`src/rtl/dna_pkg.sv`:
```
// Shared types and modular-arithmetic helpers for the DNA single-deletion repair path.
package dna_pkg;

  typedef logic [1:0] digit_t;

  typedef enum logic [1:0] {
    COLLECT,
    SEARCH,
    OUTPUT
  } state_t;

  // Index width shared with the digit-insertion stage.
  localparam int unsigned IDX_W = 7;

  // Container width for weighted-checksum values; every value held in it is < WMOD.
  localparam int unsigned ACC_W = 16;
  typedef logic [ACC_W-1:0] acc_t;

  function automatic digit_t add_mod4(input digit_t a, input digit_t b);
    logic [2:0] s;
    s = {1'b0, a} + {1'b0, b};
    if (s >= 3'd4) s = s - 3'd4;
    return s[1:0];
  endfunction

  // Operands must already be reduced (a < m, b < m).
  function automatic acc_t add_modw(input acc_t a, input acc_t b, input acc_t m);
    logic [ACC_W:0] s;
    s = {1'b0, a} + {1'b0, b};
    if (s >= {1'b0, m}) s = s - {1'b0, m};
    return s[ACC_W-1:0];
  endfunction

  // a*d mod m for a digit multiplier, built from reduced additions so nothing wraps.
  function automatic acc_t mul_digit_modw(input acc_t a, input digit_t d, input acc_t m);
    acc_t a2;
    acc_t t;
    a2 = add_modw(a, a, m);
    t  = d[1] ? a2 : '0;
    if (d[0]) t = add_modw(t, a, m);
    return t;
  endfunction

endpackage

```
`src/rtl/deletion_locator_wsum_search.sv`:
```
// SEARCH datapath: suffix accumulator, weighted-checksum candidate compare and match register.
module wsum_search
  import dna_pkg::*;
#(
  parameter int unsigned N       = 6,
  parameter int unsigned WMOD    = 4 * N,
  parameter int unsigned WTARGET = 0
) (
  input  logic             clk,
  input  logic             rst,
  input  logic             clear,
  input  logic             step,
  input  logic [IDX_W-1:0] p,
  input  digit_t           r_p,
  input  acc_t             wsum,
  input  digit_t           mdig,
  output logic             found,
  output logic [IDX_W-1:0] match_idx
);

  localparam acc_t MODW   = acc_t'(WMOD);
  localparam acc_t TARGET = acc_t'(WTARGET);

  acc_t suffix_q;
  acc_t suffix_d;
  acc_t cand;
  logic has_digit;

  // Candidate p inserts mdig at p: digits at or right of p gain weight 1, hence + suffix.
  always_comb begin
    has_digit = (p <= IDX_W'(N - 2));
    suffix_d  = has_digit ? add_modw(suffix_q, acc_t'(r_p), MODW) : suffix_q;
    cand      = add_modw(add_modw(wsum, mul_digit_modw(acc_t'(p), mdig, MODW), MODW),
                         suffix_d, MODW);
  end

  always_ff @(posedge clk or posedge rst) begin
    if (rst) begin
      suffix_q  <= '0;
      found     <= 1'b0;
      match_idx <= '0;
    end else if (clear) begin
      suffix_q  <= '0;
      found     <= 1'b0;
      match_idx <= '0;
    end else if (step) begin
      suffix_q <= suffix_d;
      if (cand == TARGET) begin
        found     <= 1'b1;
        match_idx <= p;
      end
    end
  end

endmodule

```
`src/rtl/deletion_locator.sv`:
```
// Single-deletion locator: collects N-1 quaternary digits, finds the deleted digit and position.
// Optional macro ERR_COUNT_EN adds a saturating err_count output.
module deletion_locator
  import dna_pkg::*;
#(
  parameter int unsigned N       = 6,
  parameter int unsigned WMOD    = 4 * N,
  parameter int unsigned WTARGET = 0
) (
  input  logic               clk,
  input  logic               rst,
  input  logic               in_valid,
  output logic               in_ready,
  input  logic [1:0]         in_digit,
  output logic               out_valid,
  input  logic               out_ready,
  output logic [2*(N-1)-1:0] word_out,
  output logic [IDX_W-1:0]   missing_index_ltr,
  output logic [1:0]         missing_digit,
  output logic               err
`ifdef ERR_COUNT_EN
  ,
  output logic [15:0]        err_count
`endif
);

  localparam int unsigned WW       = 2 * (N - 1);
  localparam int unsigned LAST_CNT = N - 2;
  localparam acc_t        MODW     = acc_t'(WMOD);

  state_t           state_q, state_d;
  logic [IDX_W-1:0] count_q;
  logic [IDX_W-1:0] p_q;
  digit_t           digit_sum_q;
  digit_t           sum_next;
  digit_t           mdig_q;
  acc_t             wsum_q;
  logic [WW-1:0]    word_q;
  digit_t           r_p;
  logic             accept;
  logic             handshake;
  logic             last_accept;
  logic             found;
  logic [IDX_W-1:0] match_idx;

  always_ff @(posedge clk or posedge rst) begin
    if (rst) state_q <= COLLECT;
    else     state_q <= state_d;
  end

  always_comb begin
    state_d   = state_q;
    in_ready  = 1'b0;
    out_valid = 1'b0;
    case (state_q)
      COLLECT: begin
        in_ready = 1'b1;
        if (in_valid && count_q == IDX_W'(LAST_CNT)) state_d = SEARCH;
      end
      SEARCH: begin
        if (p_q == '0) state_d = OUTPUT;
      end
      OUTPUT: begin
        out_valid = 1'b1;
        if (out_ready) state_d = COLLECT;
      end
      default: state_d = COLLECT;
    endcase
  end

  assign accept      = in_valid && in_ready;
  assign handshake   = out_valid && out_ready;
  assign last_accept = accept && (count_q == IDX_W'(LAST_CNT));
  assign sum_next    = add_mod4(digit_sum_q, in_digit);

  always_ff @(posedge clk or posedge rst) begin
    if (rst) begin
      count_q     <= '0;
      p_q         <= '0;
      digit_sum_q <= '0;
      mdig_q      <= '0;
      wsum_q      <= '0;
      word_q      <= '0;
    end else if (handshake) begin
      count_q     <= '0;
      p_q         <= '0;
      digit_sum_q <= '0;
      mdig_q      <= '0;
      wsum_q      <= '0;
      word_q      <= '0;
    end else if (accept) begin
      word_q      <= {word_q[WW-3:0], in_digit};
      digit_sum_q <= sum_next;
      wsum_q      <= add_modw(wsum_q, mul_digit_modw(acc_t'(count_q), in_digit, MODW), MODW);
      count_q     <= count_q + IDX_W'(1);
      // Missing digit fixed at the final accept so it is valid for the whole search.
      if (last_accept) begin
        mdig_q <= add_mod4(~sum_next, 2'd1);
        p_q    <= IDX_W'(N - 1);
      end
    end else if (state_q == SEARCH && p_q != '0) begin
      p_q <= p_q - IDX_W'(1);
    end
  end

  // Received digit at ltr position p (digit 0 sits in the MSBs).
  always_comb begin
    r_p = '0;
    for (int unsigned i = 0; i < N - 1; i++) begin
      if (p_q == IDX_W'(i)) r_p = word_q[2*(N-2-i) +: 2];
    end
  end

  wsum_search #(
    .N       (N),
    .WMOD    (WMOD),
    .WTARGET (WTARGET)
  ) u_search (
    .clk       (clk),
    .rst       (rst),
    .clear     (handshake),
    .step      (state_q == SEARCH),
    .p         (p_q),
    .r_p       (r_p),
    .wsum      (wsum_q),
    .mdig      (mdig_q),
    .found     (found),
    .match_idx (match_idx)
  );

  assign word_out          = word_q;
  assign missing_digit     = mdig_q;
  assign missing_index_ltr = found ? match_idx : '0;
  assign err               = out_valid && !found;

`ifdef ERR_COUNT_EN
  always_ff @(posedge clk or posedge rst) begin
    if (rst)                                        err_count <= '0;
    else if (handshake && err && err_count != '1)   err_count <= err_count + 16'd1;
  end
`endif

endmodule
```
`config.mk`:
```
export PLATFORM = sky130hd
export DESIGN_NAME = deletion_locator
export DESIGN_NICKNAME = d
export VERILOG_FILES = /design/src/rtl/dna_pkg.sv /design/src/rtl/deletion_locator_wsum_search.sv /design/src/rtl/deletion_locator.sv
export SDC_FILE = /design/constraint.sdc
export NUM_CORES = 1
export LEC_CHECK = 0
export BUFFER_PORTS_ARGS = -buffer_cell sky130_fd_sc_hd__buf_2
export CAP_MARGIN = 10
export CELL_PAD_IN_SITES_DETAIL_PLACEMENT = 0
export CELL_PAD_IN_SITES_GLOBAL_PLACEMENT = 1
export CORE_ASPECT_RATIO = 0.7
export CORE_MARGIN = 4
export CORE_UTILIZATION = 45
export DETAILED_ROUTE_END_ITERATION = 16
export GPL_TIMING_DRIVEN = 0
export PLACE_DENSITY_LB_ADDON = 0.15
export SLEW_MARGIN = 20
export SYNTH_ARGS = -nofsm -noshare
export SYNTH_HDL_FRONTEND = slang
export SYNTH_SLANG_ARGS = --single-unit
```
`constraint.sdc`:
```
create_clock -name clk -period 18.63 [get_ports clk]
set_clock_uncertainty 0.1 [all_clocks]
set_input_delay 2.7945 -clock clk [delete_from_list [all_inputs] [get_ports clk]]
set_output_delay 2.7945 -clock clk [all_outputs]
set_load 0.005 [all_outputs]
```
After elaboration in Yosys (flattened, before gate mapping):

Index checks and enable logic that the tools add are counted.

* bits of input ports: 6
* register bits: 70

* $lt $le $gt $ge: 11
* bitwise operators: 1
* reductions and logical operators: 20
* add/sub/neg operators: 22
* equality and inequality tests: 11
* muxes and demuxes: 54

Operator list (number)
* $mux W16: 21
* $ge A17 B5 Y1 const B: 7
* $sub A16 B5 Y16 const B: 7
* $mux W7: 10
* $add A16 B16 Y17: 3
* $add A16 B7 Y17: 2
* $mux W2: 15
* $mux W10: 2
* $add A16 B2 Y17: 1
* $add A7 B7 Y8: 2
* $logic_not A16 Y1: 1
* $eq A7 B2 Y1 const B: 2
* $eq A7 B3 Y1 const B: 2
* $sub A8 B5 Y9 const B: 1
* $ge A8 B5 Y1 const B: 1
* $reduce_bool A2 Y1: 4
* $add A7 B1 Y7 const B: 1
* $eq A7 B1 Y1 const B: 1
* $le A7 B3 Y1 const B: 1
* $logic_not A7 Y1: 1
* $reduce_bool A7 Y1: 1
* $sub A7 B1 Y7 const B: 1
* $ge A3 B3 Y1 const B: 2
* $logic_and A1 B1 Y1: 6
* other kinds (15): 24

Longest topological paths before layout:

Gate-level depths: netlist of run 1.

* word-level depth: 18
* gate-level depth with buffers: 42
* gate-level depth less buffers: 39

Hierarchy:

From an unflattened synthesis of run 1, not the netlist that was laid out.

* cells, all modules: 1176
* area total of the unflattened synthesis: 9311.4 um^2

Modules (own cells, without submodules)
* wsum_search: cells each 667, area an instance 5051.1 um^2, instances 1, seq. area each 600.6 um^2
* deletion_locator: cells each 509, area an instance 4260.3 um^2, instances 1, seq. area each 1151.1 um^2

Least setup slack after synthesis of run 1:

No wires, ideal clock.

* kind: input to register
* start: in in_digit[1]
* end: reg wsum_q[10]
* path buffers: 2
* stages on the path: 30
* arrival: 8.682 ns
* slack: 9.724 ns
* library setup time: 0.124 ns
* cell sequence: clkbuf_1 -> and2_1 -> ha_1 -> a21o_1 -> a21oi_1 -> o21bai_1 -> a21oi_1 -> nor2b_1 -> nor2_1 -> nor2_1 -> ha_1 -> nor3b_1 -> a41oi_1 -> nand3_1 -> nor4_1 -> or2_2 -> nor2_1 -> xnor2_1 -> a21oi_1 -> ha_1 -> and2b_4 -> a221o_1 -> a211o_1 -> nor4_2 -> nand3_2 -> nor4_4 -> buf_6 -> nand2_4 -> and3_1 -> a211o_1

* word-level cells in the longest chain between the ends: 12

Ends and longest elaborated chain
* from (decl): RTL line deletion_locator.sv:14 `input logic [1:0] in_digit,`
* $mux W16 (*): RTL line dna_pkg.sv:39 `t = d[1] ? a2 : '0;`
* $add A16 B7 Y17: RTL line dna_pkg.sv:29 `s = {1'b0, a} + {1'b0, b};`
* $sub A16 B5 Y16 or $ge A17 B5 Y1 (tied branches): RTL line dna_pkg.sv:30 `if (s >= {1'b0, m}) s = s - {1'b0, m};`
* $mux W16: RTL line dna_pkg.sv:30
* $mux W16 (*): RTL line dna_pkg.sv:40 `if (d[0]) t = add_modw(t, a, m);`
* $mux W16 (*): RTL line deletion_locator.sv:91 `end else if (accept) begin`
* $mux W16 (*): RTL line deletion_locator.sv:84 `end else if (handshake) begin`
* $add A16 B16 Y17 (*): RTL line dna_pkg.sv:29
* $sub A16 B5 Y16 or $ge A17 B5 Y1 (tied branches): RTL line dna_pkg.sv:30
* $mux W16 (*): RTL line dna_pkg.sv:30
* $mux W16 (*): RTL line deletion_locator.sv:91
* $mux W16 (*): RTL line deletion_locator.sv:84
* to (signal assigned): RTL line deletion_locator.sv:94 `wsum_q <= add_modw(wsum_q, mul_digit_modw(acc_t'(count_q), in_digit, MODW), MODW);`
* to (decl): RTL line deletion_locator.sv:37 `acc_t wsum_q;`

Mark *: on every way between the ends. The rest lies on a longest branch, timed or not. The select of a mux whose other input is x is not followed.
A chain may end at the register's enable or synchronous reset.

Worst setup path after layout of run 1:

* start: reg p_q[2]
* end: reg u_search.match_idx[2]

* word-level cells in the longest chain between the ends: 17

Ends and longest elaborated chain
* from (decl): RTL line deletion_locator.sv:33 `logic [IDX_W-1:0] p_q;`
* from (signal assigned): RTL line deletion_locator.sv:99 `p_q <= IDX_W'(N - 1);`
* from (signal assigned): RTL line deletion_locator.sv:102 `p_q <= p_q - IDX_W'(1);`
* $add A7 B7 Y8: RTL line dna_pkg.sv:29
* $sub A16 B5 Y16 or $ge A17 B5 Y1 (tied branches): RTL line dna_pkg.sv:30
* $mux W16: RTL line dna_pkg.sv:30
* $mux W16: RTL line dna_pkg.sv:39
* $add A16 B7 Y17: RTL line dna_pkg.sv:29
* $sub A16 B5 Y16 or $ge A17 B5 Y1 (tied branches): RTL line dna_pkg.sv:30
* $mux W16: RTL line dna_pkg.sv:30
* $mux W16: RTL line dna_pkg.sv:40
* $add A16 B16 Y17: RTL line dna_pkg.sv:29
* $sub A16 B5 Y16 or $ge A17 B5 Y1 (tied branches): RTL line dna_pkg.sv:30
* $mux W16: RTL line dna_pkg.sv:30
* $add A16 B16 Y17: RTL line dna_pkg.sv:29
* $sub A16 B5 Y16 or $ge A17 B5 Y1 (tied branches): RTL line dna_pkg.sv:30
* $mux W16: RTL line dna_pkg.sv:30
* $logic_not A16 Y1: RTL line deletion_locator_wsum_search.sv:48 `if (cand == TARGET) begin`
* $reduce_bool A2 Y1 (no source line)
* $reduce_and A2 Y1 (no source line)
* to (signal assigned): RTL line deletion_locator_wsum_search.sv:50 `match_idx <= p;`
* to (decl): RTL line deletion_locator_wsum_search.sv:18 `output logic [IDX_W-1:0] match_idx`

Several ways; a longest one is shown, not always the timed one. The select of a mux whose other input is x is not followed.

==> flow_metrics.py, run 1 <==
metrics = {
    "flow_run": {
        "drv_cap": 0,
    },
    "timing": {
        "finalWorstSetupSlack_ns": 7.45,
        "hold_viol": 0,
        "finalSetupViolCount": 0,
        "fin_crit_ns": 11.18,
        "fmax_mhz": 89.4,
        "fin_setup_tns_ns": 0,
        "tightest_slew_ns": 0.950,
        "finalCritPeriodShare_pct": 60.0,
        "finalMaxSlewViolations": 0,
        "relSlewSlack_pct": 36.1,
        "rsz0062_at_grt": "false",
    },
    "logic_synthesis": {
        "synthesis.area_sq_um": 9470,
        "synthTopCellsByArea": "dfrtp_1 18%, ha_1 11%, xnor2_1 7.5%",
        "yosysTopAreaCell": "dfrtp_1",
        "synth_top_area_share_pct": 18.5,
        "seq_area_frac_synth_pct": 18.5,
        "yosys.cell_types.count": 93,
        "yosysWarnings": 0,
        "synthCells": 1228,
        "synth-seq-cells": 70,
        "synth-main-ff-cell": "dfrtp_1",
        "synthArstFlopShare_pct": 100,
        "avgSynthCellArea_sq_um": 7.71,
        "synth_edf_count": 0,
        "syn-num-nets": 1324,
    },
    "setup_path": {
        "path_delay_family": "compound AO/OA/AOI/OAI gates",
        "critical_path.max_stage_delay_ns": 0.71,
        "worstPathBufferInverterCount": 2,
        "slowest_stage": "o21ai_1",
        "crit_required_ns": 18.81,
        "cp.arrival_ns": 11.36,
        "cp-start-kind": "flop",
        "path_max_fanout": 11,
        "endpoint_kind": "flop",
        "worstSetupPathType": "reg2reg",
    },
    "clocking": {
        "cts-root-buf": "clkbuf_16",
        "cts_tree": "yes",
        "cts_made_buffers": 9,
        "post_cts_resized": 0,
        "postCtsSetupRepairBufs": 0,
        "insertion_delay_ns": 0.35,
        "h-tree-depth": 3,
        "clockBufferDepth": 2,
        "path_clk_slew_ns": 0.07,
        "cts-hold-fix-buffers": 0,
        "cts_num_sinks": 70,
    },
    "cells_and_area": {
        "seq_area_sq_um": 1750,
        "final_common_cell": "nand2_1",
        "fillers": 2090,
        "layout-drive-gt1-share_pct": 7.79,
        "multiInputGateArea_sq_um": 7320,
        "area_growth_pct": 8.43,
        "diodes": 0,
        "layout_common_cells": "118 x nand2_1, 97 x nor2_1, 84 x a21oi_1, 84 x ha_1, 81 x xnor2_1",
        "nets": 1362,
    },
    "global_routing": {
        "grt_max_degree": 42,
        "grt_pass1_wl_mm": 44.9,
        "grt_pass1_vias": 8137,
        "antenna_found_initial": 0,
        "overflow": 0,
        "globalRouteTotalUtil_pct": 23.4,
    },
    "floorplan": {
        "die_h_um": 129,
        "initial_core_util_pct": 45.8,
        "ioPinCount": 28,
        "rows": 44,
        "dieArea_sq_um": 23500,
        "core-area_sq_um": 20700,
        "die_w_um": 181,
    },
    "placement": {
        "globalplace.congestion": 0.911,
        "portBuffers": 26,
        "pre_cts_ws_ns": 7.74,
        "hpwl_mm": 22.3,
    },
    "detailed_routing": {
        "ant_nets": 0,
        "wl_per_cell_um": 17.8,
        "drt_wl_total_mm": 27.5,
        "drt_iter0_drc": 846,
        "drc": 0,
        "via_per_inst": 5.91,
        "vias": 9136,
        "firstDrtPassIters": 5,
    },
    "worst_hold_path": {
        "hp-class": "reg2reg",
    },
    "status": {
        "status": "finished clean",
    },
}
==> layout make-up <==
class                           count  share of cell area, %
Multi-Input combinational cell   1056                   71.3
Sequential cell                    70                   17.1
Tap cell                          276                   3.36
Clock buffer                        9                   2.19
Buffer                             54                   2.14
Inverter                           48                   1.78
Timing Repair Buffer               27                   1.46
Clock inverter                      7                  0.731
==> cell usage after synthesis, types with 10 or more instances <==
master,number
o21bai_1,12
dfrtp_1,70
nor4_1,12
a31oi_1,10
nor3_1,44
o31ai_1,11
a211oi_1,15
nor2_1,97
o21ai_0,58
mux2i_1,14
clkbuf_1,42
xor2_1,29
a21o_1,28
nand4_1,14
a21oi_1,84
or3_1,18
o211ai_1,10
nor2b_1,13
nand2_1,118
nand2b_1,10
a22o_1,13
nand3_1,59
xnor2_1,81
and3_1,18
ha_1,84
inv_1,48
and2_1,30
==> state kept, by name, indices dropped and copies added (netlist names) <==
| name | cells |
|---|---|
| missing_digit | 2 |
| digit_sum_q | 2 |
| wsum_q | 16 |
| u_search.suffix_q | 16 |
| u_search.found | 1 |
| u_search.match_idx | 7 |
| p_q | 7 |
| state_q | 2 |
| word_out | 10 |
| count_q | 7 |
==> final timing paths <==
kind | slack [ns] | start | cells after the start | endpoint
worst max-delay path | 7.45 | p_q[2] | 39 | u_search.match_idx[2]
worst min-delay path | 0.42 | u_search.match_idx[0] | 1 | u_search.match_idx[0]
worst max register to register | 7.45 | p_q[2] | 39 | u_search.match_idx[2]
worst min register to register | 0.42 | u_search.match_idx[0] | 1 | u_search.match_idx[0]
max in group asynchronous | 15.51 | rst | 3 | wsum_q[5]
min in group asynchronous | 2.34 | rst | 2 | u_search.suffix_q[7]
==> per-layer routing <==
layer,wire (um),track usage [%]
met5,0,0
met4,168,2.96
met3,1880,4.07
met2,10100,30.4
met1,15300,39.9
==> through the flow <==
step	hold WS (ns)	cells	instance area [sq um]	utilization [%]
after floorplan	0.384	1228	9470	-
after global placement	0.403	1530	9950	48.0
after detailed placement	0.411	1531	9970	48.2
after CTS	0.430	1547	10300	49.6
after global routing	0.459	1547	10300	49.6
final	0.425	1547	10300	49.6
==> cells by family (layout without fill, tap and decap cells) <==
logic type | Yosys count | after routing | synth area share [%]
AND/OR/NAND/NOR | 490 | 490 | 26.8
AO/OA/AOI/OAI | 344 | 344 | 25.6
XOR/XNOR | 110 | 110 | 10.2
buffers and inverters | 102 | 145 | 4.23
adder cells (fa/ha/maj) | 91 | 91 | 12.5
flip-flops | 70 | 70 | 18.5
multiplexers | 21 | 21 | 2.31
Power of run 1 is not shown: default switching activity piles up to over one toggle a cycle in this logic, so the estimate is an artifact.
==> run 2, diff against run 1 <==
--- a/config.mk
+++ b/config.mk
@@ -5,13 +5,14 @@
 export SDC_FILE = /design/constraint.sdc
 export NUM_CORES = 1
 export LEC_CHECK = 0
+export ABC_AREA = 1
 export BUFFER_PORTS_ARGS = -buffer_cell sky130_fd_sc_hd__buf_2
 export CAP_MARGIN = 10
 export CELL_PAD_IN_SITES_DETAIL_PLACEMENT = 0
 export CELL_PAD_IN_SITES_GLOBAL_PLACEMENT = 1
 export CORE_ASPECT_RATIO = 0.7
 export CORE_MARGIN = 4
-export CORE_UTILIZATION = 45
+export CORE_UTILIZATION = 41
 export DETAILED_ROUTE_END_ITERATION = 16
 export GPL_TIMING_DRIVEN = 0
 export PLACE_DENSITY_LB_ADDON = 0.15
==> constraint.sdc (replaced) <==
create_clock -name clk -period 8.98 [get_ports clk]
set_clock_uncertainty 0.1 [all_clocks]
set_input_delay 1.347 -clock clk [delete_from_list [all_inputs] [get_ports clk]]
set_output_delay 1.347 -clock clk [all_outputs]
set_load 0.005 [all_outputs]
==> run 2 against run 1 <==
Register-to-register slack got worse by 6.7 ns. Clock-buffer cell count did not move. Routed wire length up 9.9%. Synthesized cell count increased by 30%. Flip-flop and latch count did not move. Non-clock buffer count is 25 lower. Hold slack lost 0.027 ns. Critical endpoint is now u_search.match_idx[0].
==> flow_metrics.py, run 2 <==
metrics = {
    "status": {
        "status": "finished clean",
    },
    "clocking": {
        "cts_made_buffers": 9,
        "cts-root-buf": "clkbuf_16",
        "insertion_delay_ns": 0.35,
        "path_clk_slew_ns": 0.06,
        "cts_tree": "yes",
        "cts_num_sinks": 70,
        "cts-hold-fix-buffers": 0,
        "h-tree-depth": 3,
        "clockBufferDepth": 2,
    },
    "placement": {
        "dp.cells": 1939,
        "portBuffers": 26,
        "globalplace.congestion": 0.934,
        "hpwl_mm": 25.2,
    },
    "floorplan": {
        "die_w_um": 192,
        "core-area_sq_um": 23000,
        "ioPinCount": 28,
        "dieArea_sq_um": 26300,
        "rows": 46,
        "die_h_um": 137,
        "initial_core_util_pct": 42.3,
    },
    "cells_and_area": {
        "area_growth_pct": 10.4,
        "layout-drive-gt1-share_pct": 8.64,
        "final_common_cell": "nand2_1",
        "final_core_util_pct": 46.8,
        "instances_no_fill": 1956,
        "layout_common_cells": "462 x nand2_1, 239 x inv_1, 145 x nor2_1, 139 x nand3_1, 87 x a21oi_1",
        "diodes": 0,
        "nets": 1735,
    },
    "setup_path": {
        "critical_path.max_stage_delay_ns": 0.50,
        "regToRegSetupSlack_ns": 0.74,
        "slowest_stage": "dfrtp_1",
        "rr_worst_depth": 49,
        "path_max_fanout": 10,
        "worstPathBufferInverterCount": 7,
        "cp-start-kind": "flop",
        "worstSetupPathType": "reg2reg",
        "cp.arrival_ns": 8.38,
        "endpoint_kind": "flop",
        "crit_required_ns": 9.12,
        "timing.rr.start": "p_q[3]",
        "crit_path_frequent_cell": "nand2_1",
        "r2r_end": "u_search.match_idx[0]",
        "path_delay_family": "simple AND/OR/NAND/NOR gates",
    },
    "timing": {
        "fmax_mhz": 121,
        "tightest_slew_ns": 0.718,
        "fin_crit_ns": 8.24,
        "fin_setup_tns_ns": 0,
        "finalSetupViolCount": 0,
        "finalMaxSlewViolations": 0,
        "hold_ws_ns": 0.398,
        "rsz0062_at_grt": "false",
        "hold_viol": 0,
        "relSlewSlack_pct": 52.1,
        "finalCritPeriodShare_pct": 91.8,
    },
    "detailed_routing": {
        "vias": 10200,
        "drt_iter0_drc": 1045,
        "wl_per_cell_um": 15.5,
        "drc": 0,
        "ant_nets": 0,
        "drt_wl_total_mm": 30.3,
        "via_per_inst": 5.22,
        "firstDrtPassIters": 5,
    },
    "flow_run": {
        "drv_cap": 0,
    },
    "logic_synthesis": {
        "synthArstFlopShare_pct": 100,
        "netlist_top_cells_count": "462 x nand2_1, 240 x inv_1, 150 x nor2_1",
        "synth_edf_count": 0,
        "syn-num-nets": 1696,
        "yosysWarnings": 0,
        "yosysTopAreaCell": "dfrtp_1",
        "avgSynthCellArea_sq_um": 6.09,
        "synthesis.area_sq_um": 9750,
        "seq_area_frac_synth_pct": 18.0,
        "synthMostInstantiatedCell": "nand2_1",
        "synthCells": 1600,
        "synthTopCellsByArea": "dfrtp_1 18%, nand2_1 18%, ha_1 11%",
        "yosys.cell_types.count": 57,
        "synth_top_area_share_pct": 18.0,
        "synth-main-ff-cell": "dfrtp_1",
        "synth-seq-cells": 70,
    },
    "global_routing": {
        "grt_pass1_vias": 9016,
        "globalRouteTotalUtil_pct": 23.3,
        "grt_use_met2_pct": 30.4,
        "grt_max_degree": 55,
        "grt_pass1_wl_mm": 48.7,
        "antenna_found_initial": 0,
        "overflow": 0,
        "grt_use_met3_pct": 2.50,
        "grt.busiest_layer": "met1",
        "met1_usage_pct": 40.2,
    },
    "worst_hold_path": {
        "min_path_cells": 2,
        "min_from": "u_search.match_idx[1]",
        "hold-path-endpoint": "u_search.match_idx[1]",
        "hp-class": "reg2reg",
    },
}
==> run 2: cell types whose count changed after synthesis, moves of 18 or more <==
cell / before / now
nand4_1: 14 / 37
a21o_1: 28 / 2
nand3_1: 59 / 139
nor2_1: 97 / 150
nor3_1: 44 / 12
or3_1: 18 / 0
and3_1: 18 / 0
and2_1: 30 / 1
clkbuf_1: 42 / 14
xnor2_1: 81 / 16
nand2_1: 118 / 462
inv_1: 48 / 240
==> run 2: through the flow <==
step | worst slack [ns] | area, sq um
finish | 0.739 | 10800
global route | 0.0123 | 10800
global placement | 0.493 | 10300
CTS | 0.436 | 10700
floorplan | 2.10 | 9750
detailed placement | 0.501 | 10300
==> run 2: area by class of cell <==
class,instances,area [sq um]
fillers,2436,12300
multi-input cells,1256,7010
flip-flops and latches,70,1750
inverters,246,926
well taps,312,390
clock buffers,9,225
repair buffers,28,165
plain buffers,28,151
clock inverters,7,146
==> run 2: tightest hold or removal path, delay by kind of cell, from the launching register on <==
kind | cells | cell delay (ns)
flops | 1 | 0.34
simple gates | 2 | 0.12
==> run 2: worst max-delay path by stage <==
stage / from / to / slack [ns] / cells past startpoint
2_1_floorplan: p_q[3] / u_search.match_idx[0] / 2.10 / 53
3_3_place_gp: p_q[3] / u_search.match_idx[6] / 0.49 / 51
3_5_place_dp: p_q[3] / u_search.match_idx[6] / 0.50 / 50
4_1_cts: p_q[3] / u_search.match_idx[6] / 0.44 / 51
5_1_grt: p_q[3] / u_search.match_idx[6] / 0.01 / 53
6_report: p_q[3] / u_search.match_idx[0] / 0.74 / 49
==> run 2: logic make-up (layout without fill, tap and decap cells) <==
family,count (synthesis),after routing,share of synthesized area (%)
simple gates,881,881,40.6
buf+inv,274,318,11.0
compound gates,228,228,12.9
fa+ha+maj,90,90,12.0
flops,70,70,18.0
xor+xnor,56,56,5.34
mux,1,1,0.103
==> run 2: metal layers <==
metal | part of all wire (%) | up-vias
li1 | - | 5276
met4 | 0.72 | 0
met5 | 0 | -
met2 | 36 | 247
met3 | 5.1 | 13
met1 | 59 | 4671
==> run 2: what timing repair did <==
action | 4_1_cts | 5_1_grt
resized for setup | 0 | 20
buffers inserted | 0 | 1
setup endpoints to repair | 0 | 8
Power of run 2 is left out for the same reason.
==> run 3, diff against run 2 <==
--- a/config.mk
+++ b/config.mk
@@ -16,6 +16,7 @@
 export DETAILED_ROUTE_END_ITERATION = 16
 export GPL_TIMING_DRIVEN = 0
 export PLACE_DENSITY_LB_ADDON = 0.15
+export RECOVER_POWER = 50
 export SLEW_MARGIN = 20
 export SYNTH_ARGS = -nofsm -noshare
 export SYNTH_HDL_FRONTEND = slang
==> run 3 against run 2 <==
The run now ends with capacitance limit, slew limit left. Register-to-register slack improved by 0.03 ns. Clock-buffer cell count unchanged. Hold slack about the same. Critical path type unchanged. Cell count unchanged. Via count about the same. Highest routed layer unchanged. Flip-flop and latch count unchanged.
==> flow_metrics.py, run 3 (synthesis results as in run 2) <==
metrics = {
    "status": {
        "status": "finished with violations",
        "failed_checks": "capacitance limit, slew limit",
    },
    "timing": {
        "rsz0062_at_grt": "false",
        "finalMaxSlewViolations": 55,
        "tightest_slew_ns": 3.07,
        "relSlewSlack_pct": -105,
        "hold_viol": 0,
        "finalCritPeriodShare_pct": 91.4,
        "fmax_mhz": 122,
        "fin_crit_ns": 8.21,
        "finalSetupViolCount": 0,
        "fin_setup_tns_ns": 0,
    },
    "setup_path": {
        "endpoint_kind": "flop",
        "worstSetupPathType": "reg2reg",
        "path_max_fanout": 10,
        "cp-start-kind": "flop",
        "critical_path.max_stage_delay_ns": 0.50,
        "cp.arrival_ns": 8.34,
        "crit_path_frequent_cell": "nand2_1",
        "slowest_stage": "dfrtp_1",
        "crit_required_ns": 9.11,
    },
    "clocking": {
        "insertion_delay_ns": 0.35,
        "cts_tree": "yes",
        "cts-root-buf": "clkbuf_16",
        "h-tree-depth": 3,
        "path_clk_slew_ns": 0.06,
        "cts-hold-fix-buffers": 0,
        "cts_made_buffers": 9,
        "clockBufferDepth": 2,
        "cts_num_sinks": 70,
    },
    "cells_and_area": {
        "final_common_cell": "nand2_1",
        "seq_area_sq_um": 1750,
        "nets": 1735,
        "layout-drive-gt1-share_pct": 8.15,
        "area_growth_pct": 10.1,
        "diodes": 0,
        "fillers": 2443,
        "layout_common_cells": "462 x nand2_1, 239 x inv_1, 145 x nor2_1, 139 x nand3_1, 87 x a21oi_1",
        "multiInputGateArea_sq_um": 7010,
        "instances_no_fill": 1956,
    },
    "global_routing": {
        "globalRouteTotalUtil_pct": 23.3,
        "grt_pass1_vias": 9016,
        "grt_pass1_wl_mm": 48.7,
        "overflow": 0,
        "grt_max_degree": 55,
        "antenna_found_initial": 0,
    },
    "floorplan": {
        "rows": 46,
        "core-area_sq_um": 23000,
        "dieArea_sq_um": 26300,
        "initial_core_util_pct": 42.3,
        "ioPinCount": 28,
        "die_w_um": 192,
        "die_h_um": 137,
    },
    "detailed_routing": {
        "vias": 10200,
        "via_per_inst": 5.22,
        "drc": 0,
        "ant_nets": 0,
        "wl_per_cell_um": 15.5,
        "firstDrtPassIters": 8,
        "drt_wl_total_mm": 30.2,
        "drt_iter0_drc": 966,
    },
    "placement": {
        "globalplace.congestion": 0.934,
        "dp.cells": 1939,
        "hpwl_mm": 25.2,
        "portBuffers": 26,
    },
    "flow_run": {
        "drv_cap": 1,
    },
    "worst_hold_path": {
        "hp-class": "reg2reg",
    },
}
==> run 3: changes by cell type in the layout (fill, tap and decap cells not counted) <==
cell        previous run  this run
clkbuf_1              14        22
buf_2                 33        26
buf_16                 1         0
clkinvlp_2             0         1
inv_4                  1         0
==> run 3: final cells by class <==
class	count	share of cell area (%)
Multi-Input combinational cell	1256	65.3
Tap cell	312	3.64
Clock buffer	9	2.10
Inverter	246	8.62
Sequential cell	70	16.3
Clock inverter	7	1.36
Buffer	28	1.41
Timing Repair Buffer	28	1.24
==> run 3: worst paths after layout <==
kind,start,end,slack (ns),cells after the start
setup / recovery,p_q[3],u_search.match_idx[0],0.77,49
hold / removal,u_search.match_idx[1],u_search.match_idx[1],0.40,2
setup reg to reg,p_q[3],u_search.match_idx[0],0.77,49
hold reg to reg,u_search.match_idx[1],u_search.match_idx[1],0.40,2
max in group asynchronous,rst,wsum_q[4],4.45,3
min in group asynchronous,rst,u_search.suffix_q[13],1.01,2
==> run 3: metal layers <==
metal,GRT usage [%],part of all wire (%),up-vias
met1,40.2,58,4669
met5,0,0,-
met3,2.50,5.6,11
met2,30.4,36,246
met4,3.56,0.68,0
li1,-,-,5283
==> run 3: what timing repair did <==
item	CTS	global route
gates resized for setup	0	20
buffers inserted	0	1
endpoints found under the setup margin	0	8
==> run 3: critical path: cells and delay by family (launching register included) <==
family	cells	cell delay, ns
AOI/OAI and AO/OA	5	1.21
xor gates and xnor gates	2	0.40
DFF	1	0.50
and+or+nand+nor	30	3.73
adders and majority gates	5	1.51
buffers and inverters	7	0.64
==> run 3: per-stage QoR <==
| stage | hold WS (ns) | setup slack (ns) | util, % | area [sq um] |
|---|---|---|---|---|
| floorplan | 0.357 | 2.10 | - | 9750 |
| global placement | 0.374 | 0.493 | 44.6 | 10300 |
| detailed placement | 0.388 | 0.501 | 44.7 | 10300 |
| CTS | 0.403 | 0.436 | 46.3 | 10700 |
| global route | 0.422 | 0.0123 | 46.6 | 10700 |
| finish | 0.398 | 0.771 | 46.6 | 10700 |
Power of run 3 is left out for the same reason.
